[src/rtl/blu_pkg.sv]
// Shared definitions for the modular-reduction stage.
//   BLU_WIDTH : default coefficient width
//   BLU_Q     : default modulus
//   blu_stage_t : per-stage control carried alongside the data (valid + sign-fold flag)
//   blu_mu()  : Barrett constant floor(2^(2*width) / q)
package blu_pkg;

    localparam int unsigned BLU_WIDTH = 8;
    localparam int unsigned BLU_Q     = 251;

    typedef struct packed {
        logic valid;
        logic neg;
    } blu_stage_t;

    function automatic logic [63:0] blu_mu(input int unsigned width, input int unsigned q);
        return (64'd1 << (2 * width)) / 64'(q);
    endfunction

endpackage

[src/rtl/blu_mod_reduce_if.sv]
// Handshake/data bundle between the butterfly unit and blu_mod_reduce.
//   in_valid_i/in_ready_o : input pair handshake
//   x_i, y_i              : butterfly sum (unsigned) and difference (two's complement)
//   out_valid_o/out_ready_i : reduced pair handshake
//   xr_o, yr_o            : reduced values in [0, Q)
// slave = reduction block, master = producer/consumer side.
interface blu_mod_reduce_if
    import blu_pkg::*;
#(
    parameter int unsigned WIDTH = BLU_WIDTH
);
    logic                 in_valid_i;
    logic                 in_ready_o;
    logic [2*WIDTH-1:0]   x_i;
    logic [2*WIDTH-1:0]   y_i;
    logic                 out_valid_o;
    logic                 out_ready_i;
    logic [WIDTH-1:0]     xr_o;
    logic [WIDTH-1:0]     yr_o;

    modport slave (
        input  in_valid_i, x_i, y_i, out_ready_i,
        output in_ready_o, out_valid_o, xr_o, yr_o
    );

    modport master (
        output in_valid_i, x_i, y_i, out_ready_i,
        input  in_ready_o, out_valid_o, xr_o, yr_o
    );
endinterface

[src/rtl/blu_barrett_core.sv]
// Barrett reduction datapath, stages S2..S4, for a single value.
//   clk, rst : clock and synchronous active-high reset (clears the result register)
//   en       : advance all stages (low = hold)
//   v        : S1 value, unsigned 2*WIDTH bits
//   fold     : value currently in S3 was a folded negative; output Q - r (or 0)
//   r        : registered result in [0, Q)
module blu_barrett_core
    import blu_pkg::*;
#(
    parameter int unsigned WIDTH = BLU_WIDTH,
    parameter int unsigned Q     = BLU_Q
) (
    input  logic               clk,
    input  logic               rst,
    input  logic               en,
    input  logic [2*WIDTH-1:0] v,
    input  logic               fold,
    output logic [WIDTH-1:0]   r
);
    localparam int unsigned VW = 2 * WIDTH;
    localparam int unsigned PW = 4 * WIDTH;
    // Barrett error is at most 2Q, so the raw remainder fits in WIDTH+2 bits.
    localparam int unsigned RW = WIDTH + 2;

    localparam logic [VW-1:0]    MU = VW'(blu_mu(WIDTH, Q));
    localparam logic [VW-1:0]    QV = VW'(Q);
    localparam logic [RW-1:0]    QR = RW'(Q);
    localparam logic [WIDTH-1:0] QW = WIDTH'(Q);

    logic [VW-1:0]    s2_v;
    logic [PW-1:0]    s2_prod;
    logic [VW-1:0]    q_est_c;
    logic [VW-1:0]    rem_c;
    logic [RW-1:0]    s3_r;
    logic [RW-1:0]    r1_c;
    logic [RW-1:0]    r2_c;
    logic [WIDTH-1:0] red_c;
    logic [WIDTH-1:0] out_c;

    // S2: full-width product v*MU, no truncation before the shift.
    always_ff @(posedge clk) begin
        if (en) begin
            s2_v    <= v;
            s2_prod <= PW'(v) * PW'(MU);
        end
    end

    // S3: r = v - q_est*Q; wrap-around in VW bits is harmless since r < 3Q.
    assign q_est_c = s2_prod[PW-1:VW];
    assign rem_c   = s2_v - q_est_c * QV;

    always_ff @(posedge clk) begin
        if (en) begin
            s3_r <= RW'(rem_c);
        end
    end

    // S4: two conditional subtractions, then undo the sign fold.
    always_comb begin
        r1_c  = (s3_r >= QR) ? s3_r - QR : s3_r;
        r2_c  = (r1_c >= QR) ? r1_c - QR : r1_c;
        red_c = WIDTH'(r2_c);
        out_c = (fold && (red_c != '0)) ? QW - red_c : red_c;
    end

    always_ff @(posedge clk) begin
        if (rst) begin
            r <= '0;
        end else if (en) begin
            r <= out_c;
        end
    end

endmodule

[src/rtl/blu_mod_reduce.sv]
// Four-stage pipelined Barrett reduction of a butterfly output pair modulo Q.
//   clk_i, rst_i : clock, synchronous active-high reset
//   bus (slave)  : input pair handshake (x_i, y_i) and reduced pair handshake (xr_o, yr_o)
//   cnt_o        : completed output transfers, 16-bit wrapping; present only when
//                  BLU_RED_STATS_EN is defined
// Stages: S1 register + sign fold, S2 multiply by MU, S3 subtract q_est*Q,
// S4 correction + output register. A stalled output freezes the whole pipe.
module blu_mod_reduce
    import blu_pkg::*;
#(
    parameter int unsigned WIDTH = BLU_WIDTH,
    parameter int unsigned Q     = BLU_Q
) (
    input  logic               clk_i,
    input  logic               rst_i,
    blu_mod_reduce_if.slave    bus
`ifdef BLU_RED_STATS_EN
    ,
    output logic [15:0]        cnt_o
`endif
);
    localparam int unsigned VW = 2 * WIDTH;

    logic          advance;
    logic          out_valid;
    blu_stage_t    s1;
    blu_stage_t    s2;
    blu_stage_t    s3;
    logic [VW-1:0] s1_x;
    logic [VW-1:0] s1_y;
    logic [VW-1:0] y_abs_c;
    logic [WIDTH-1:0] xr;
    logic [WIDTH-1:0] yr;

    // Single global stall: only a held output blocks the pipe.
    assign advance        = ~(out_valid & ~bus.out_ready_i);
    assign bus.in_ready_o = rst_i | advance;
    assign bus.out_valid_o = out_valid;
    assign bus.xr_o        = xr;
    assign bus.yr_o        = yr;

    // |y| in VW unsigned bits; the most negative value maps to 2^(VW-1).
    assign y_abs_c = bus.y_i[VW-1] ? (~bus.y_i + VW'(1)) : bus.y_i;

    // Stage control: valid bits and the fold flag travel with the data.
    always_ff @(posedge clk_i) begin
        if (rst_i) begin
            s1        <= '0;
            s2        <= '0;
            s3        <= '0;
            out_valid <= 1'b0;
        end else if (advance) begin
            s1.valid  <= bus.in_valid_i;
            s1.neg    <= bus.y_i[VW-1];
            s2        <= s1;
            s3        <= s2;
            out_valid <= s3.valid;
        end
    end

    // S1 data register.
    always_ff @(posedge clk_i) begin
        if (advance) begin
            s1_x <= bus.x_i;
            s1_y <= y_abs_c;
        end
    end

    blu_barrett_core #(.WIDTH(WIDTH), .Q(Q)) u_core_x (
        .clk  (clk_i),
        .rst  (rst_i),
        .en   (advance),
        .v    (s1_x),
        .fold (1'b0),
        .r    (xr)
    );

    blu_barrett_core #(.WIDTH(WIDTH), .Q(Q)) u_core_y (
        .clk  (clk_i),
        .rst  (rst_i),
        .en   (advance),
        .v    (s1_y),
        .fold (s3.neg),
        .r    (yr)
    );

`ifdef BLU_RED_STATS_EN
    // Completed output transfers, wrapping at 16 bits.
    always_ff @(posedge clk_i) begin
        if (rst_i) begin
            cnt_o <= '0;
        end else if (out_valid && bus.out_ready_i) begin
            cnt_o <= cnt_o + 16'd1;
        end
    end
`endif

endmodule
[src/flat_wrapper.sv]
// flat-port wrapper written by rule: the top's interface ports become plain ports
module blu_mod_reduce_flat import blu_pkg::*;
#(
    parameter int unsigned WIDTH = BLU_WIDTH,
    parameter int unsigned Q     = BLU_Q
)
  (clk_i, rst_i, bus_in_valid_i, bus_x_i, bus_y_i, bus_out_ready_i, bus_in_ready_o, bus_out_valid_o, bus_xr_o, bus_yr_o);
  blu_mod_reduce_if #(.WIDTH(WIDTH)) bus_i ();
  input  logic clk_i;
  input  logic rst_i;
  input wire logic [$bits(bus_i.in_valid_i)-1:0] bus_in_valid_i;
  input wire logic [$bits(bus_i.x_i)-1:0] bus_x_i;
  input wire logic [$bits(bus_i.y_i)-1:0] bus_y_i;
  input wire logic [$bits(bus_i.out_ready_i)-1:0] bus_out_ready_i;
  output wire logic [$bits(bus_i.in_ready_o)-1:0] bus_in_ready_o;
  output wire logic [$bits(bus_i.out_valid_o)-1:0] bus_out_valid_o;
  output wire logic [$bits(bus_i.xr_o)-1:0] bus_xr_o;
  output wire logic [$bits(bus_i.yr_o)-1:0] bus_yr_o;
  assign bus_i.in_valid_i = bus_in_valid_i;
  assign bus_i.x_i = bus_x_i;
  assign bus_i.y_i = bus_y_i;
  assign bus_i.out_ready_i = bus_out_ready_i;
  assign bus_in_ready_o = bus_i.in_ready_o;
  assign bus_out_valid_o = bus_i.out_valid_o;
  assign bus_xr_o = bus_i.xr_o;
  assign bus_yr_o = bus_i.yr_o;
  blu_mod_reduce #(.WIDTH(WIDTH), .Q(Q)) u_core (.clk_i(clk_i), .rst_i(rst_i), .bus(bus_i));
endmodule
[config.mk]
export PLATFORM = sky130hd
export DESIGN_NAME = blu_mod_reduce_flat
export DESIGN_NICKNAME = d
export VERILOG_FILES = /design/src/rtl/blu_pkg.sv /design/src/rtl/blu_mod_reduce_if.sv /design/src/rtl/blu_barrett_core.sv /design/src/rtl/blu_mod_reduce.sv /design/src/flat_wrapper.sv
export SDC_FILE = /design/constraint.sdc
export NUM_CORES = 1
export LEC_CHECK = 0
export BUFFER_PORTS_ARGS = -buffer_cell sky130_fd_sc_hd__buf_2
export CORE_ASPECT_RATIO = 1.5
export CORE_MARGIN = 1
export CORE_UTILIZATION = 55
export CTS_CLUSTER_SIZE = 8
export DETAILED_ROUTE_END_ITERATION = 6
export GPL_TIMING_DRIVEN = 0
export PLACE_DENSITY = 0.86
export SLEW_MARGIN = 0
export SYNTH_ARGS = -nofsm -noshare
export SYNTH_HDL_FRONTEND = slang
export SYNTH_HIERARCHICAL = 1
export SYNTH_SLANG_ARGS = --single-unit
[constraint.sdc]
create_clock -name clk_i -period 3.8 [get_ports clk_i]
set_clock_uncertainty 0.05 [all_clocks]
set_input_delay 0.95 -clock clk_i [delete_from_list [all_inputs] [get_ports clk_i]]
set_output_delay 0.95 -clock clk_i [all_outputs]
set_load 0.01 [all_outputs]
### Word level (Yosys, flattened, before mapping)

Cells that the tools add are included.

| cells by class | value |
|---|---|
| multipliers | 4 |
| muxes and demuxes | 6 |
| magnitude comparators | 4 |
| reduce and logical (&&, ||, !) cells | 2 |
| add/sub/neg operators | 8 |
| bitwise operators | 5 |

Operators with widths:

| kind | count |
|---|---|
| $mul 16x9->25 const B | 2 |
| $ge 10x8->1 const B | 4 |
| $mux 8 | 3 |
| $mul 9x8->10 const B | 2 |
| $mux 10 | 2 |
| $sub 10x10->10 | 2 |
| $sub 10x8->10 const B | 2 |
| $add 16x1->16 const B | 1 |
| $not 16->16 | 1 |
| $sub 8x8->8 const B | 2 |
| $mux 15 | 1 |
| $reduce_bool 8->1 | 1 |
| $sub 8x8->8 const A | 1 |
| $not 1->1 | 2 |
| $and 1x1->1 | 1 |
| $logic_and 1x1->1 | 1 |
| $or 1x1->1 | 1 |

| storage, ports and cells | value |
|---|---|
| output and inout port bits | 18 |
| bits of input ports | 36 |
| flip-flop bits (word level) | 145 |
| word-level logic and storage cells | 47 |

### Depth between registers and ports, before layout

Gate-level depths: netlist of run 1.

| logic depth | value |
|---|---|
| depth in word-level cells | 7 |
| mapped depth | 16 |

### Hierarchy

Netlist of run 1, hierarchy kept.

Modules (own cells, without submodules):

| module | times used | area an instance (um2) | sequential area each (um2) | cells each |
|---|---|---|---|---|
| blu_barrett_core at u_core.u_core_y | 1 | 4760.8 | 1031.0 | 480 |
| blu_barrett_core at u_core.u_core_x | 1 | 4664.5 | 1031.0 | 484 |
| blu_mod_reduce | 1 | 1584.0 | 1101.1 | 114 |

### Worst setup path before layout of run 1

OpenSTA, ideal clock, no wires.

| timing path | value |
|---|---|
| kind | input-to-reg |
| start | input bus_out_ready_i |
| end | register u_core.u_core_x.r[7] |
| path slack | -0.263 ns |
| data required time | 3.680 ns |
| stages | 6 |
| arrival time | 3.943 ns |
| library setup time | 0.070 ns |
| path through | nor2b_1 -> clkbuf_1 -> inv_1 -> inv_1 -> o31a_1 -> a21oi_1 |

| on the way | value |
|---|---|
| word-level cells in the longest chain between the ends | 2 |

RTL lines:

| item | line | text |
|---|---|---|
| from (decl) | flat_wrapper.sv:14 | `input wire logic [$bits(bus_i.out_ready_i)-1:0] bus_out_ready_i;` |
| $not 1->1 | blu_mod_reduce.sv:36 | `assign advance = ~(out_valid & ~bus.out_ready_i);` |
| $and 1x1->1 | blu_mod_reduce.sv:36 |  |
| to (signal assigned) | blu_barrett_core.sv:70 | `r <= out_c;` |
| to (decl) | blu_barrett_core.sv:18 | `output logic [WIDTH-1:0] r` |

Every way passes these cells.
A chain may end at the register's enable or synchronous reset.

### Final worst setup path of run 1

| timing path | value |
|---|---|
| start | register u_core.u_core_x.s2_prod[20] |
| end | register u_core.u_core_x.s3_r[7] (data pin) |

| on the way | value |
|---|---|
| word-level cells in the longest chain between the ends | 2 |

RTL lines:

| item | line | text |
|---|---|---|
| from (decl) | blu_barrett_core.sv:31 | `logic [PW-1:0] s2_prod;` |
| from (signal assigned) | blu_barrett_core.sv:44 | `s2_prod <= PW'(v) * PW'(MU);` |
| $mul 9x8->10 | blu_barrett_core.sv:50 | `assign rem_c = s2_v - q_est_c * QV;` |
| $sub 10x10->10 | blu_barrett_core.sv:50 |  |
| net u_core.u_core_x.rem_c[7] | blu_barrett_core.sv:33 | `logic [VW-1:0] rem_c;` |
| to (signal assigned) | blu_barrett_core.sv:54 | `s3_r <= RW'(rem_c);` |
| to (decl) | blu_barrett_core.sv:34 | `logic [RW-1:0] s3_r;` |

The timed path passes the listed nets, and every way through them passes these cells.

==> out/qor.txt, run 1 <==
outcome = complete, but fails checks
failing checks = design-rule violations, negative setup slack
Port Buffers = 53
final setup margin = -0.184 ns
Critical Setup Path Class = register to register
Yosys reg bits = 113
Core Box Area = 19,700 µm²
DRC viols = 1
WP data arrival = 4.11 ns
CTS H-Tree Depth = 4
final hold vios = 0
dpl cells = 1,398
top cells by area, synth = edfxtp_1 25%, ha_1 20%, fa_1 12%
main combinational cell family by area after synthesis = adder cells
most frequent cells in the layout = 175 x inv_1, 140 x ha_1, 90 x edfxtp_1
CTS root buffer = clkbuf_16
Post-Layout Cell Count = 1,494
CTS clock-pin slew for the worst setup and hold paths = 0.05 ns
fraction of registers with async set/reset = 0%
Post-synth EDFFs = 90
top cell type's share of synthesized area = 24.5%
die area = 20,600 µm²
via count = 8,812
filler instances = 1,338
fin nets = 1,498
CTS Sinks = 113
layout overhead on the synthesized area = 21.9%
Initial Util = 55.9%
mux cell area share after synthesis = 1.09%
I/O pins = 54
row count = 63
Distinct cells, synth = 103
RSZ-0062 raised after global routing = true
GP Congestion = 0.885
largest net degree at the start of global routing = 50
WL final = 30.8 mm
setup violators final = 13
layout cells sized above 1 = 25.0%
gr ovfl total = 0
Worst-Margin Slew = 0.853 ns
GR Layer Usage met3 = 4.48%
later-pin clock latency in the skew report = 0.44 ns
HPWL Detailed = 17.3 mm
CTS tree = built
final worst path period share = 105%
area share of fa/ha/maj cells after synthesis = 31.8%
met2 Use GR = 50.4%
max cap viols = 0
first-pass GRT wire length = 41.5 mm
drt initial violations = 712
Top FF cell, synth = edfxtp_1
post-synthesis xor/xnor area fraction = 6.43%
All-Layer GR Usage = 25.7%
DR WL/cell = 20.6 µm
ANT cells = 0
Max transition margin = 43.1%
initial antenna violation count = 0
Routed Antenna Nets = 0
most common cell after layout, fill and taps aside = inv_1
CP required = 3.92 ns
Worst Setup Start Kind = register
M1 GR Usage = 23.8%
Critical Path End Type = register
fmax = 0.251 GHz
clk buf depth = 2
CP max FO = 4
Compound-Gate Fraction of Synth Area = 13.6%
Simple-Gate Fraction of Synth Area = 10.5%
minimum clock period = 3.98 ns
synthesized area = 11,000 µm²
Die X = 118 µm
CTS buffer count = 17
YS warnings = 6
Slew Limit Fails = 0
worst hold path type = register to register
grt peak-use layer = met2
Yosys top cell by area = edfxtp_1
Die Y = 175 µm
1st-pass router iterations = 7
sequential area share after synthesis = 28.7%
r2r setup slk = -0.18 ns
vias in the first global route = 8,851
synthesized area per cell = 10.2 µm²
post-synthesis cell count = 1,078
vias per cell = 5.90
==> cell usage after synthesis (10+ instances only) <==
master,number
edfxtp_1,90
xnor2_1,56
inv_1,199
nor2b_1,10
nand3_1,13
nand2_1,58
nor3_1,13
fa_1,64
xor2_1,23
ha_1,177
a21oi_1,43
nand2b_1,14
nor2_1,45
o21ai_0,29
dfxtp_1,23
==> registers in the layout (all words and copies together) (netlist names), 8 cells and up <==
register,flops
u_core/u_core_x/r,8
u_core/u_core_y/r,8
u_core/u_core_x/s2_prod,9
u_core/u_core_y/s2_prod,9
u_core/u_core_x/s3_r,10
u_core/u_core_y/s2_v,10
u_core/s1_x,16
u_core/u_core_x/s2_v,10
u_core/s1_y,16
u_core/u_core_y/s3_r,10
==> per-layer routing <==
metal / part of all wire (%) / wire (µm)
met1: 34 / 10400
met2: 54 / 16500
met3: 4.8 / 1490
met4: 7.8 / 2400
met5: 0 / 0
==> final timing paths <==
kind | depth (start not counted) | end | from
max | 13 | u_core/u_core_x/s3_r[7]$_DFFE_PP_ | u_core/u_core_x/s2_prod[20]$_DFFE_PP_
min | 2 | u_core/s1[0]$_SDFFE_PP0P_ | u_core/s1[0]$_SDFFE_PP0P_
max reg2reg | 13 | u_core/u_core_x/s3_r[7]$_DFFE_PP_ | u_core/u_core_x/s2_prod[20]$_DFFE_PP_
min reg2reg | 2 | u_core/s1[0]$_SDFFE_PP0P_ | u_core/s1[0]$_SDFFE_PP0P_
==> area by class of cell <==
cell class	count	area (µm²)	area share [%]
multi-input combinational	752	7700	57.4
sequential	113	3160	23.6
timing repair buffer	119	801	5.97
inverter	199	751	5.59
clock buffer	25	518	3.86
tap	260	325	2.42
buffer	19	116	0.867
clock inverter	7	43.8	0.326
==> stage by stage <==
step / hold WS, ns / worst slack (ns) / setup TNS [ns] / instance area, µm² / util (%)
floorplan: 0.382 / 0.0422 / 0 / 11000 / -
global placement: 0.388 / -0.677 / -45.62 / 11600 / 59.0
detailed placement: 0.395 / -0.420 / -3.70 / 11700 / 59.2
CTS: 0.401 / -0.0406 / -0.0556 / 12700 / 64.4
global route: 0.418 / -0.215 / -1.77 / 13400 / 68.1
finish: 0.401 / -0.184 / -0.869 / 13400 / 68.1
==> cells by family (layout without fill, tap and decap cells) <==
group | after synthesis | after routing
muxes | 10 | 10
AOI/OAI and AO/OA | 198 | 198
xor gates and xnor gates | 80 | 80
adders and majority gates | 241 | 241
other | 1 | 6
buffers and inverters | 218 | 369
DFF | 113 | 113
and+or+nand+nor | 217 | 217
==> critical path, stage by stage, from the launching register on <==
cell and delay [ns]:
edfxtp_1 0.42, inv_2 0.21, fa_2 0.54, fa_1 0.55, inv_1 0.06, ha_1 0.29, fa_1 0.54, inv_1 0.09
ha_4 0.32, inv_2 0.05, o21bai_1 0.21, a21oi_2 0.12, buf_4 0.15, xnor2_1 0.13
==> timing repair <==
| item | 4_1_cts | 5_1_grt |
|---|---|---|
| endpoints found under the hold margin | 0 | 0 |
| buffers inserted | 31 | 33 |
| hold buffers | 0 | 0 |
| gates resized for setup | 52 | 74 |
| pin swaps | 41 | 69 |
| setup endpoints to repair | 19 | 19 |
Power of run 1 is left out: the tool's default activity adds up to more than one toggle a clock period on the data nets, which glitch-free logic cannot reach.
==> run 2, diff against run 1 <==
- PLACE_DENSITY: 0.86 -> 0.73
- clock period: 3.8 -> 4.8 ns (I/O delays scaled with it)
==> out/qor.txt, run 2 (synthesized netlist as in run 1, its figures left out) <==
die area = 20,600 µm²
largest net degree at the start of global routing = 76
slowest stage cell, crit path = fa_1
Worst Setup SP = u_core/s1_y[7]$_DFFE_PP_
Slew Limit Fails = 0
later-pin clock latency in the skew report = 0.42 ns
area taken by multi-input logic gates = 7000 µm²
HPWL Detailed = 16.7 mm
Largest regs = u_core/s1_x (16), u_core/s1_y (16)
Area after DPL = 11,600 µm²
initial antenna violation count = 0
DRC viols = 1
outcome = complete, but fails checks
critical path's largest stage delay = 0.53 ns
via count = 7,786
GP Congestion = 0.857
worst hold path type = register to register
Die Y = 175 µm
minimum clock period = 4.27 ns
Port Buffers = 53
row count = 63
final instance area = 12,200 µm²
Core Box Area = 19,700 µm²
CTS root buffer = clkbuf_16
Die X = 118 µm
worst reg2reg startpoint = u_core/s1_y[7]$_DFFE_PP_
most common cell after layout, fill and taps aside = inv_1
# hold bufs at CTS = 0
1st-pass router iterations = 7
CTS clock-pin slew for the worst setup and hold paths = 0.06 ns
Routed Antenna Nets = 0
I/O pins = 54
layout overhead on the synthesized area = 11.0%
fin nets = 1,433
CTS buffer count = 17
fmax = 0.234 GHz
Worst Setup Start Kind = register
CP max FO = 4
WP data arrival = 4.39 ns
hold path cells = 2
drt initial violations = 257
DR WL/cell = 14.4 µm
All-Layer GR Usage = 21.2%
setup violators final = 0
CP most frequent cell = ha_1
CTS Sinks = 113
layout cells sized above 1 = 12.1%
Critical Setup Path Class = register to register
CP bufs+invs = 2
RSZ-0062 raised after global routing = false
first-pass GRT wire length = 35.0 mm
Stages on worst setup path = 16
Max transition margin = 42.9%
post-CTS resize count = 0
most frequent cells in the layout = 198 x inv_1, 177 x ha_1, 90 x edfxtp_1
R2R depth = 16
WL final = 20.6 mm
register area = 3160 µm²
final worst path period share = 89.0%
Initial Util = 55.9%
ANT cells = 0
final hold vios = 0
vias per cell = 5.45
CTS tree = built
CTS H-Tree Depth = 4
Worst-Margin Slew = 0.856 ns
Critical Path End Type = register
clk buf depth = 2
Hold Crit Start = u_core/s2[1]$_SDFFE_PP0P_
Critical Path, Cell by Cell = ha_1 > ha_1 > ha_1 > inv_1 > fa_1 > inv_1 > ha_1 > o21ai_0 > nor2_1 > a21oi_1 > o31ai_1 > a21oi_1 > a31oi_1 > a41oi_1 > nor2_1 > xor2_1
CP required = 4.92 ns
postcts setup bufs = 0
vias in the first global route = 7,990
failing checks = design-rule violations
max cap viols = 0
gr ovfl total = 0
critical path's top delay family = adder cells
filler instances = 1,668
## run 2: final timing paths
check                                           to  slack [ns]
max          u_core/u_core_y/s2_prod[23]$_DFFE_PP_        0.53
min                      u_core/s2[1]$_SDFFE_PP0P_        0.40
max reg2reg  u_core/u_core_y/s2_prod[23]$_DFFE_PP_        0.53
min reg2reg              u_core/s2[1]$_SDFFE_PP0P_        0.40
## run 2: through the flow
stage	setup TNS, ns	instances	utilization [%]	hold slack (ns)	setup slack, ns
3_5_place_dp	0	1397	59.1	0.397	0.583
4_1_cts	0	1429	62.0	0.404	0.529
3_3_place_gp	-6.57	1396	59.0	0.389	-0.649
6_report	0	1429	62.0	0.400	0.527
2_1_floorplan	0	1083	-	0.382	0.487
5_1_grt	0	1429	62.0	0.444	0.229
## run 2: layout make-up
cell class / count / area share [%]
inverters: 199 / 6.13
plain buffers: 19 / 0.952
multi-input cells: 752 / 57.3
clock buffers: 19 / 3.54
repair buffers: 54 / 2.40
clock inverters: 13 / 1.13
flip-flops and latches: 113 / 25.9
well taps: 260 / 2.66
## run 2: worst register-to-register path: cells and delay by family (launching register included)
kind                       cells  cell delay (ns)
AOI/OAI and AO/OA              6             1.32
xor gates and xnor gates       1             0.16
adders and majority gates      5             1.70
buffers and inverters          2             0.09
DFF                            1             0.49
and+or+nand+nor                2             0.20
## run 2: metal layers
layer / vias up / global-route usage, % / wire, µm
li1: 3877 / - / -
met1: 3751 / 20.3 / 7760
met2: 108 / 43.1 / 11700
met3: 50 / 2.79 / 363
met4: 0 / 11.1 / 734
met5: - / 0 / 0
Power of run 2 is left out for the same reason.
==> run 3, diff against run 2 <==
- REMOVE_ABC_BUFFERS: unset -> 1
==> out/qor.txt, run 3 (synthesized netlist as in run 1, its figures left out) <==
WL final = 20.6 mm
setup violators final = 0
CTS H-Tree Depth = 4
All-Layer GR Usage = 21.6%
HPWL Detailed = 16.2 mm
Routed Antenna Nets = 0
critical path's largest stage delay = 0.54 ns
Fin Hold WS = 0.404 ns
die area = 20,600 µm²
Hold Crit Start = u_core/s1[1]$_SDFFE_PP0P_
via count = 7,690
clk buf depth = 2
Critical Path End Type = register
slowest stage cell, crit path = fa_1
most frequent cells in the layout = 198 x inv_1, 177 x ha_1, 90 x edfxtp_1
layout overhead on the synthesized area = 10.5%
Max transition margin = 37.8%
later-pin clock latency in the skew report = 0.42 ns
post-CTS resize count = 0
first-pass GRT wire length = 35.6 mm
gr ovfl total = 0
vias in the first global route = 8,138
failing checks = design-rule violations
GP Congestion = 0.871
CTS buffer count = 17
Critical Setup Path Class = register to register
minimum clock period = 4.35 ns
final hold vios = 0
CTS clock-pin slew for the worst setup and hold paths = 0.06 ns
CTS root buffer = clkbuf_16
postcts setup bufs = 0
outcome = complete, but fails checks
CTS tree = built
ANT cells = 0
hold path cells = 2
Core Box Area = 19,700 µm²
Slew Limit Fails = 0
Worst-Margin Slew = 0.933 ns
initial antenna violation count = 0
CP required = 4.92 ns
capturing point of the worst reg2reg path = u_core/u_core_y/s2_prod[24]$_DFFE_PP_
Die X = 118 µm
vias per cell = 5.45
Post-Layout Cell Count = 1,410
Port Buffers = 53
final setup margin = 0.446 ns
drt initial violations = 226
largest net degree at the start of global routing = 72
1st-pass router iterations = 7
# hold bufs at CTS = 0
Critical Path, Cell by Cell = ha_1 > ha_1 > ha_1 > inv_1 > fa_1 > inv_1 > ha_1 > o21ai_0 > nor2_1 > a21oi_1 > o31ai_1 > a21oi_1 > a31oi_1 > a41oi_1 > nor2_1 > and2_1
row count = 63
layout cells sized above 1 = 11.7%
r2r setup slk = 0.45 ns
CP bufs+invs = 2
DRC viols = 1
fin nets = 1,414
final worst path period share = 90.7%
I/O pins = 54
worst reg2reg startpoint = u_core/s1_y[7]$_DFFE_PP_
R2R depth = 16
CP max FO = 4
max cap viols = 0
Initial Util = 55.9%
CTS Sinks = 113
DR WL/cell = 14.6 µm
most common cell after layout, fill and taps aside = inv_1
hold endpoint = u_core/s1[1]$_SDFFE_PP0P_
Die Y = 175 µm
fmax = 0.230 GHz
critical path's top delay family = adder cells
Setup WS pre-CTS = 0.569 ns
CP most frequent cell = ha_1
worst hold path type = register to register
Worst Setup Start Kind = register
Largest regs = u_core/s1_x (16), u_core/s1_y (16)
WP data arrival = 4.47 ns
RSZ-0062 raised after global routing = false
dpl cells = 1,378
filler instances = 1,618
-- run 3: how the worst max path moves through the flow --
stage | start | endpoint | slack [ns] | depth (start not counted)
after floorplan | bus_out_ready_i | u_core/u_core_x/r[4]$_SDFFE_PP0P_ | 0.25 | 5
after global placement | bus_out_ready_i | u_core/u_core_x/r[4]$_SDFFE_PP0P_ | -0.93 | 6
after detailed placement | u_core/s1_y[7]$_DFFE_PP_ | u_core/u_core_y/s2_prod[24]$_DFFE_PP_ | 0.57 | 16
after CTS | u_core/s1_y[7]$_DFFE_PP_ | u_core/u_core_y/s2_prod[24]$_DFFE_PP_ | 0.53 | 16
after global routing | u_core/s1_y[7]$_DFFE_PP_ | u_core/u_core_y/s2_prod[24]$_DFFE_PP_ | 0.26 | 16
final | u_core/s1_y[7]$_DFFE_PP_ | u_core/u_core_y/s2_prod[24]$_DFFE_PP_ | 0.45 | 16
-- run 3: metrics by stage --
step                      cell area [µm²]  TNS [ns]  utilization, %
after floorplan                     10900         0               -
after global placement              11500    -31.95            58.4
after detailed placement            11500         0            58.5
after CTS                           12200         0            61.7
after global routing                12200         0            61.7
final                               12200         0            61.7
-- run 3: final cells by class --
cell class | instances | area [µm²] | share of cell area [%]
clock inverter | 15 | 206 | 1.70
clock buffer | 17 | 425 | 3.50
multi-input combinational | 752 | 7000 | 57.6
sequential | 113 | 3160 | 26.0
inverter | 199 | 749 | 6.16
timing repair buffer | 54 | 293 | 2.41
tap | 260 | 325 | 2.67
-- run 3: metal layers --
metal	up-vias	part of all wire, %	GRT usage [%]
met3	53	2.1	2.76
met4	0	4.4	12.5
li1	3844	-	-
met5	-	0	0
met1	3663	38	21.1
met2	130	56	42.9
-- run 3: worst reg2reg max path, stage by stage (launching register included) --
cell and delay, ns:
edfxtp_1 0.47, ha_1 0.34, ha_1 0.29, ha_1 0.28, inv_1 0.05, fa_1 0.54, inv_1 0.05, ha_1 0.28
o21ai_0 0.22, nor2_1 0.08, a21oi_1 0.11, o31ai_1 0.08, a21oi_1 0.25, a31oi_1 0.23, a41oi_1 0.48, nor2_1 0.14
and2_1 0.18
Power of run 3 is left out for the same reason.
